## config.mk

```make
export PLATFORM = sky130hd
export DESIGN_NAME = reg_op_sequencer
export DESIGN_NICKNAME = d
export VERILOG_FILES = /design/src/rtl/reg_seq_pkg.sv /design/src/rtl/reg_cmd_fifo.sv /design/src/rtl/reg_op_sequencer.sv
export SDC_FILE = /design/constraint.sdc
export NUM_CORES = 1
export LEC_CHECK = 0
export CAP_MARGIN = 20
export CORE_ASPECT_RATIO = 1.2
export CORE_MARGIN = 2
export CORE_UTILIZATION = 39
export DETAILED_ROUTE_END_ITERATION = 8
export PLACE_DENSITY = 0.7
export SLEW_MARGIN = 10
export SYNTH_ARGS = -nofsm -noshare
export SYNTH_HDL_FRONTEND = slang
export SYNTH_SLANG_ARGS = --single-unit
```

## constraint.sdc

```tcl
create_clock -name clk -period 5 [get_ports clk]
set_clock_uncertainty 0.2 [all_clocks]
set_input_delay 1 -clock clk [delete_from_list [all_inputs] [get_ports clk]]
set_output_delay 1 -clock clk [all_outputs]
set_load 0.1 [all_outputs]
```

## src/rtl/reg_seq_pkg.sv

```systemverilog
// Shared types and helpers for the register-operation sequencer.
// Build option: define REG_SEQ_REPEAT_EN to honour the per-command repeat count.
package reg_seq_pkg;

  localparam int DEF_DATA_W = 4;
  localparam int CNT_W      = 2;

  typedef enum logic [2:0] {
    OP_NOP  = 3'd0,
    OP_LOAD = 3'd1,
    OP_INC  = 3'd2,
    OP_DEC  = 3'd3,
    OP_SHL  = 3'd4,
    OP_SHR  = 3'd5
  } op_t;

  // FSM state encoding kept as plain constants for legacy tools
  typedef logic [0:0] state_t;
  localparam state_t ST_IDLE  = 1'b0;
  localparam state_t ST_ISSUE = 1'b1;

  // op is kept as raw bits so the reserved opcodes 6 and 7 stay representable
  typedef struct packed {
    logic [2:0]            op;
    logic [DEF_DATA_W-1:0] data;
    logic [CNT_W-1:0]      count;
  } cmd_t;

  // One-hot strobe vector {shr, shl, dec, inc, en}; NOP and reserved give all zero
  function automatic logic [4:0] op_strobe(input logic [2:0] op);
    logic [4:0] s;
    s = 5'b00000;
    case (op)
      OP_LOAD: s = 5'b00001;
      OP_INC:  s = 5'b00010;
      OP_DEC:  s = 5'b00100;
      OP_SHL:  s = 5'b01000;
      OP_SHR:  s = 5'b10000;
      default: s = 5'b00000;
    endcase
    return s;
  endfunction

endpackage

```

## src/rtl/reg_cmd_fifo.sv

```systemverilog
// Show-ahead synchronous FIFO for sequencer commands.
// Pointers carry one extra MSB so that full and empty can be told apart.
module reg_cmd_fifo #(
  parameter int DEPTH = 4,
  parameter int WIDTH = 8
) (
  input  logic             clk,
  input  logic             reset,
  input  logic             push,
  input  logic             pop,
  input  logic [WIDTH-1:0] wdata,
  output logic [WIDTH-1:0] head,
  output logic             full,
  output logic             empty
);

  localparam int AW = $clog2(DEPTH);

  logic [AW:0]      wr_ptr;
  logic [AW:0]      rd_ptr;
  logic [WIDTH-1:0] mem [DEPTH];

  // Pointer update; reset empties the buffer by aligning both pointers
  always_ff @(posedge clk or negedge reset) begin
    if (!reset) begin
      wr_ptr <= '0;
      rd_ptr <= '0;
    end else begin
      if (push) wr_ptr <= wr_ptr + 1'b1;
      if (pop)  rd_ptr <= rd_ptr + 1'b1;
    end
  end

  // Storage write; contents need no reset since the pointers gate visibility
  always_ff @(posedge clk) begin
    if (push) mem[wr_ptr[AW-1:0]] <= wdata;
  end

  assign head  = mem[rd_ptr[AW-1:0]];
  assign empty = (wr_ptr == rd_ptr);
  assign full  = (wr_ptr[AW] != rd_ptr[AW]) && (wr_ptr[AW-1:0] == rd_ptr[AW-1:0]);

endmodule

```

## src/rtl/reg_op_sequencer.sv

```systemverilog
// Command sequencer driving the one-hot control strobes of the 4-bit register stage.
// Build option: REG_SEQ_REPEAT_EN enables the cmd_count repeat field and the rem counter.
module reg_op_sequencer
  import reg_seq_pkg::*;
#(
  parameter int FIFO_DEPTH = 4,
  parameter int DATA_W     = DEF_DATA_W
) (
  input  logic              clk,
  input  logic              reset,
  input  logic              cmd_valid,
  output logic              cmd_ready,
  input  logic [2:0]        cmd_op,
  input  logic [DATA_W-1:0] cmd_data,
  input  logic [1:0]        cmd_count,
  input  logic              hold,
  output logic              en,
  output logic              inc,
  output logic              dec,
  output logic              shl,
  output logic              shr,
  output logic [DATA_W-1:0] reg_in,
  output logic              done,
  output logic              busy
);

`ifdef REG_SEQ_REPEAT_EN
  localparam int ENTRY_W = 3 + DATA_W + CNT_W;
`else
  localparam int ENTRY_W = 3 + DATA_W;
`endif

  logic               fifo_full;
  logic               fifo_empty;
  logic               push;
  logic               pop;
  logic [ENTRY_W-1:0] wdata;
  logic [ENTRY_W-1:0] head;
  logic [2:0]         head_op;
  logic [DATA_W-1:0]  head_data;
  logic               rem_zero;
  state_t             state;
  logic [4:0]         strobe;

  assign head_op   = head[ENTRY_W-1 -: 3];
  assign head_data = head[ENTRY_W-4 -: DATA_W];

`ifdef REG_SEQ_REPEAT_EN
  logic [CNT_W-1:0] head_count;
  logic [CNT_W-1:0] rem;
  logic [2:0]       cur_op;
  assign wdata      = {cmd_op, cmd_data, cmd_count};
  assign head_count = head[CNT_W-1:0];
  assign rem_zero   = (rem == '0);
`else
  logic unused_count;
  assign unused_count = ^cmd_count;
  assign wdata        = {cmd_op, cmd_data};
  assign rem_zero     = 1'b1;
`endif

  assign push      = cmd_valid && !fifo_full;
  assign cmd_ready = !fifo_full;
  assign pop       = !hold && !fifo_empty && ((state == ST_IDLE) || rem_zero);
  assign busy      = (state == ST_ISSUE) || !fifo_empty;
  assign {shr, shl, dec, inc, en} = strobe;

  reg_cmd_fifo #(
    .DEPTH (FIFO_DEPTH),
    .WIDTH (ENTRY_W)
  ) u_fifo (
    .clk   (clk),
    .reset (reset),
    .push  (push),
    .pop   (pop),
    .wdata (wdata),
    .head  (head),
    .full  (fifo_full),
    .empty (fifo_empty)
  );

  // Issue FSM: hold freezes everything but the strobes, repeats re-drive the
  // current op, and a finished command hands straight over to the next head
  always_ff @(posedge clk or negedge reset) begin
    if (!reset) begin
      state  <= ST_IDLE;
      strobe <= '0;
      reg_in <= '0;
      done   <= 1'b0;
`ifdef REG_SEQ_REPEAT_EN
      rem    <= '0;
      cur_op <= '0;
`endif
    end else if (hold) begin
      strobe <= '0;
      done   <= 1'b0;
`ifdef REG_SEQ_REPEAT_EN
    end else if ((state == ST_ISSUE) && !rem_zero) begin
      strobe <= op_strobe(cur_op);
      rem    <= rem - 1'b1;
      done   <= (rem == CNT_W'(1));
`endif
    end else if (pop) begin
      state  <= ST_ISSUE;
      strobe <= op_strobe(head_op);
      if (head_op == OP_LOAD) reg_in <= head_data;
`ifdef REG_SEQ_REPEAT_EN
      cur_op <= head_op;
      rem    <= head_count;
      done   <= (head_count == '0);
`else
      done   <= 1'b1;
`endif
    end else begin
      state  <= ST_IDLE;
      strobe <= '0;
      done   <= 1'b0;
    end
  end

endmodule

```

==> metrics.md <==
| Metric | Value |
|---|---|
| List of most frequent post-synthesis cells | edfxtp_1 (28), dfrtp_1 (17) |
| DR WL/cell | ~15 um |
| CP Capture Type | output pin |
| # setup viols final | 0 |
| Clk buf depth | 2 |
| Via density | between 4 and 5 |
| Boundary Pins | 25 |
| Share of cells above drive strength 1 | 0.127 |
| Antenna cells | 0 |
| Netlist Area Pre-Place | roughly 1800 um2 |
| CP max-delay cell | clkdlybuf4s50_1 |
| CTS sink cnt | between 40 and 50 |
| Crit path cell chain | xnor2_1 -> nand2_1 -> or3_1 -> clkdlybuf4s50_1 |
| Largest stage delay on the critical path | about 980 ps |
| Initial Utilization | 0.402 |
| CTS root buf | clkbuf_8 |
| Vias in the first global route | about 990 |
| Synth Flop Type | edfxtp_1 |
| WP buf/inv | 1 |
| Worst endpoint required time | between 3000 and 4000 ps |
| Max-Cap Viols | 0 |
| Largest net degree at the start of global routing | 18 |
| Avg Cell Area, Syn | 18.5 um2 |
| Yosys top cell area share | 0.459 |
| Placer Congestion | 0.715 |
| Status | complete, no violations |
| Fillers | between 400 and 500 |
| Top post-synthesis cells by area | edfxtp_1 (46%), dfrtp_1 (23%), mux4_1 (7.2%), ha_1 (3.4%), mux2_4 (3.3%) |
| Yosys top cell by area | edfxtp_1 |
| Slew @ Worst Pin | about 1000 ps |
| Core Box Area | around 4600 um2 |
| Resized Gates After CTS | 0 |
| Worst Setup Start Kind | flop |
| Fmax | ~250 MHz |
| Largest delay share family, worst path | buffers and inverters |
| Hold Path Class | flop to flop |
| Post-synthesis sequential area ratio | 0.691 |
| Mapped Cells | slightly below 100 |
| Final wirelength | ~2700 um |
| Synth warn | 0 |
| Setup TNS | 0 ps |
| Most instantiated library cell after synthesis | edfxtp_1 |
| Max FO, Critical Path | 10 |
| Final Hold Violating Endpoints | 0 |
| GRT Total Usage | 0.126 |
| Nets | roughly 140 |
| Post-CTS Setup Bufs | 0 |
| Synth Net Count | about 120 |
| RSZ-0062 raised after global routing | no |
| Drt pass-1 iters | 4 |
| Worst r2r src | u_fifo.rd_ptr[0] |
| Post-synthesis register bit count | 45 |
| Critical Path Start | u_fifo.rd_ptr[0] |
| CTS tree | yes |
| Netlist cell types | 25 |
| Clk Latency, worst-skew pair | 290 ps |
| Hold Crit Start | reg_in[1] |
| Post-synth EDFFs | 28 |
| Drt drc | 0 |
| Die width | ~67 um |
| H-tree depth | 2 |
| Crit Path Class | flop to output pin |
| Final Max Tran Viols | 0 |
| Fin crit share | 0.798 |
| I/O Buffers | 22 |
| Cts bufs inserted | 5 |
| CP Data Arrival Time | approximately 2800 ps |
| DRT antenna net count | 0 |
| Row count | 27 |
| FFs w/ async S/R, synth | 0.378 |
| Vias | around 900 |
| Slew headroom | 0.351 |
| First-pass GRT wire length | ~4800 um |
| DRT iter0 DRCs | 34 |
| Area growth from synthesis to layout | 18.8% |
| Grt total ovfl | 0 |
| Post-route minimum period | 3990 ps |
| Clk slew on worst S/H paths | roughly 80 ps |
| Initial antenna violation count | 0 |
| Cts hold-fix bufs | 0 |
| Die footprint | between 5000 and 6000 um2 |
| Die Ht | about 79 um |
## area by class of cell
class / count / area, um2 / share of cell area
sequential: 45 / 1270 / 0.581
timing repair buffer: 22 / 220 / 0.101
inverter: 5 / 18.8 / 0.00862
tap: 58 / 72.6 / 0.0333
clock inverter: 2 / 10.0 / 0.00460
clock buffer: 6 / 72.6 / 0.0333
multi-input combinational: 46 / 518 / 0.238
## metal layers
| metal | wire length [um] | GRT usage | vias up |
|---|---|---|---|
| met2 | 1530 | 0.224 | 22 |
| met5 | 0 | 0 | - |
| met3 | 118 | 0.0354 | 6 |
| met1 | 1010 | 0.139 | 461 |
| li1 | - | - | 421 |
| met4 | 64 | 0.0551 | 0 |
## placed cells by master (no fill, tap or decap), types with 2 or more instances in the layout
cell,count
xnor2_1,5
clkinv_2,2
mux4_1,5
nor3_1,2
edfxtp_1,28
dfrtp_1,17
nor2_1,2
ha_1,5
clkdlybuf4s50_1,22
mux4_2,2
and2_1,4
xor2_1,3
nand2_1,4
inv_1,5
clkbuf_8,5
mux2_4,4
## logic make-up (layout without fill, tap and decap cells)
family	after synthesis	after routing	synth area share
AO/OA/AOI/OAI	4	4	0.0225
XOR/XNOR	8	8	0.0382
adder cells (fa/ha/maj)	5	5	0.0341
buffers and inverters	8	35	0.0266
flip-flops	45	45	0.691
multiplexers	12	12	0.135
AND/OR/NAND/NOR	17	17	0.0526
## per-stage QoR
step                cells  area, um2  setup slack [ps]  hold slack, ps  utilization
finish                184       2180              1010             318        0.478
global route          184       2180               818             344        0.478
CTS                   184       2180               984             319        0.478
detailed placement    176       2100              1310             299        0.460
global placement      176       2100              1380             296        0.460
floorplan              99       1830              2100             298            -
## worst paths after layout
check,end,slack (ps),cells past startpoint
min in group asynchronous,u_fifo.rd_ptr[2],930,1
worst min register to register,reg_in[1],320,1
worst max-delay path,busy,1010,4
worst max register to register,reg_in[0],2440,3
worst min-delay path,reg_in[1],320,1
max in group asynchronous,u_fifo.wr_ptr[1],3220,1
## worst register-to-register path, cell delays in order, from the launching register on
cell	delay [ps]
dfrtp_1	700
mux4_2	630
or4b_4	600
mux2_4	320
## flip-flops by register name, summed over array words and instances (netlist names)
name / cells
u_fifo.rd_ptr: 3
u_fifo.mem: 28
u_fifo.wr_ptr: 3
strobe: 5
reg_in: 4
done: 1
state: 1
Power is left out: the tool's default activity adds up to more than one toggle a clock period on the data nets, which glitch-free logic cannot reach.
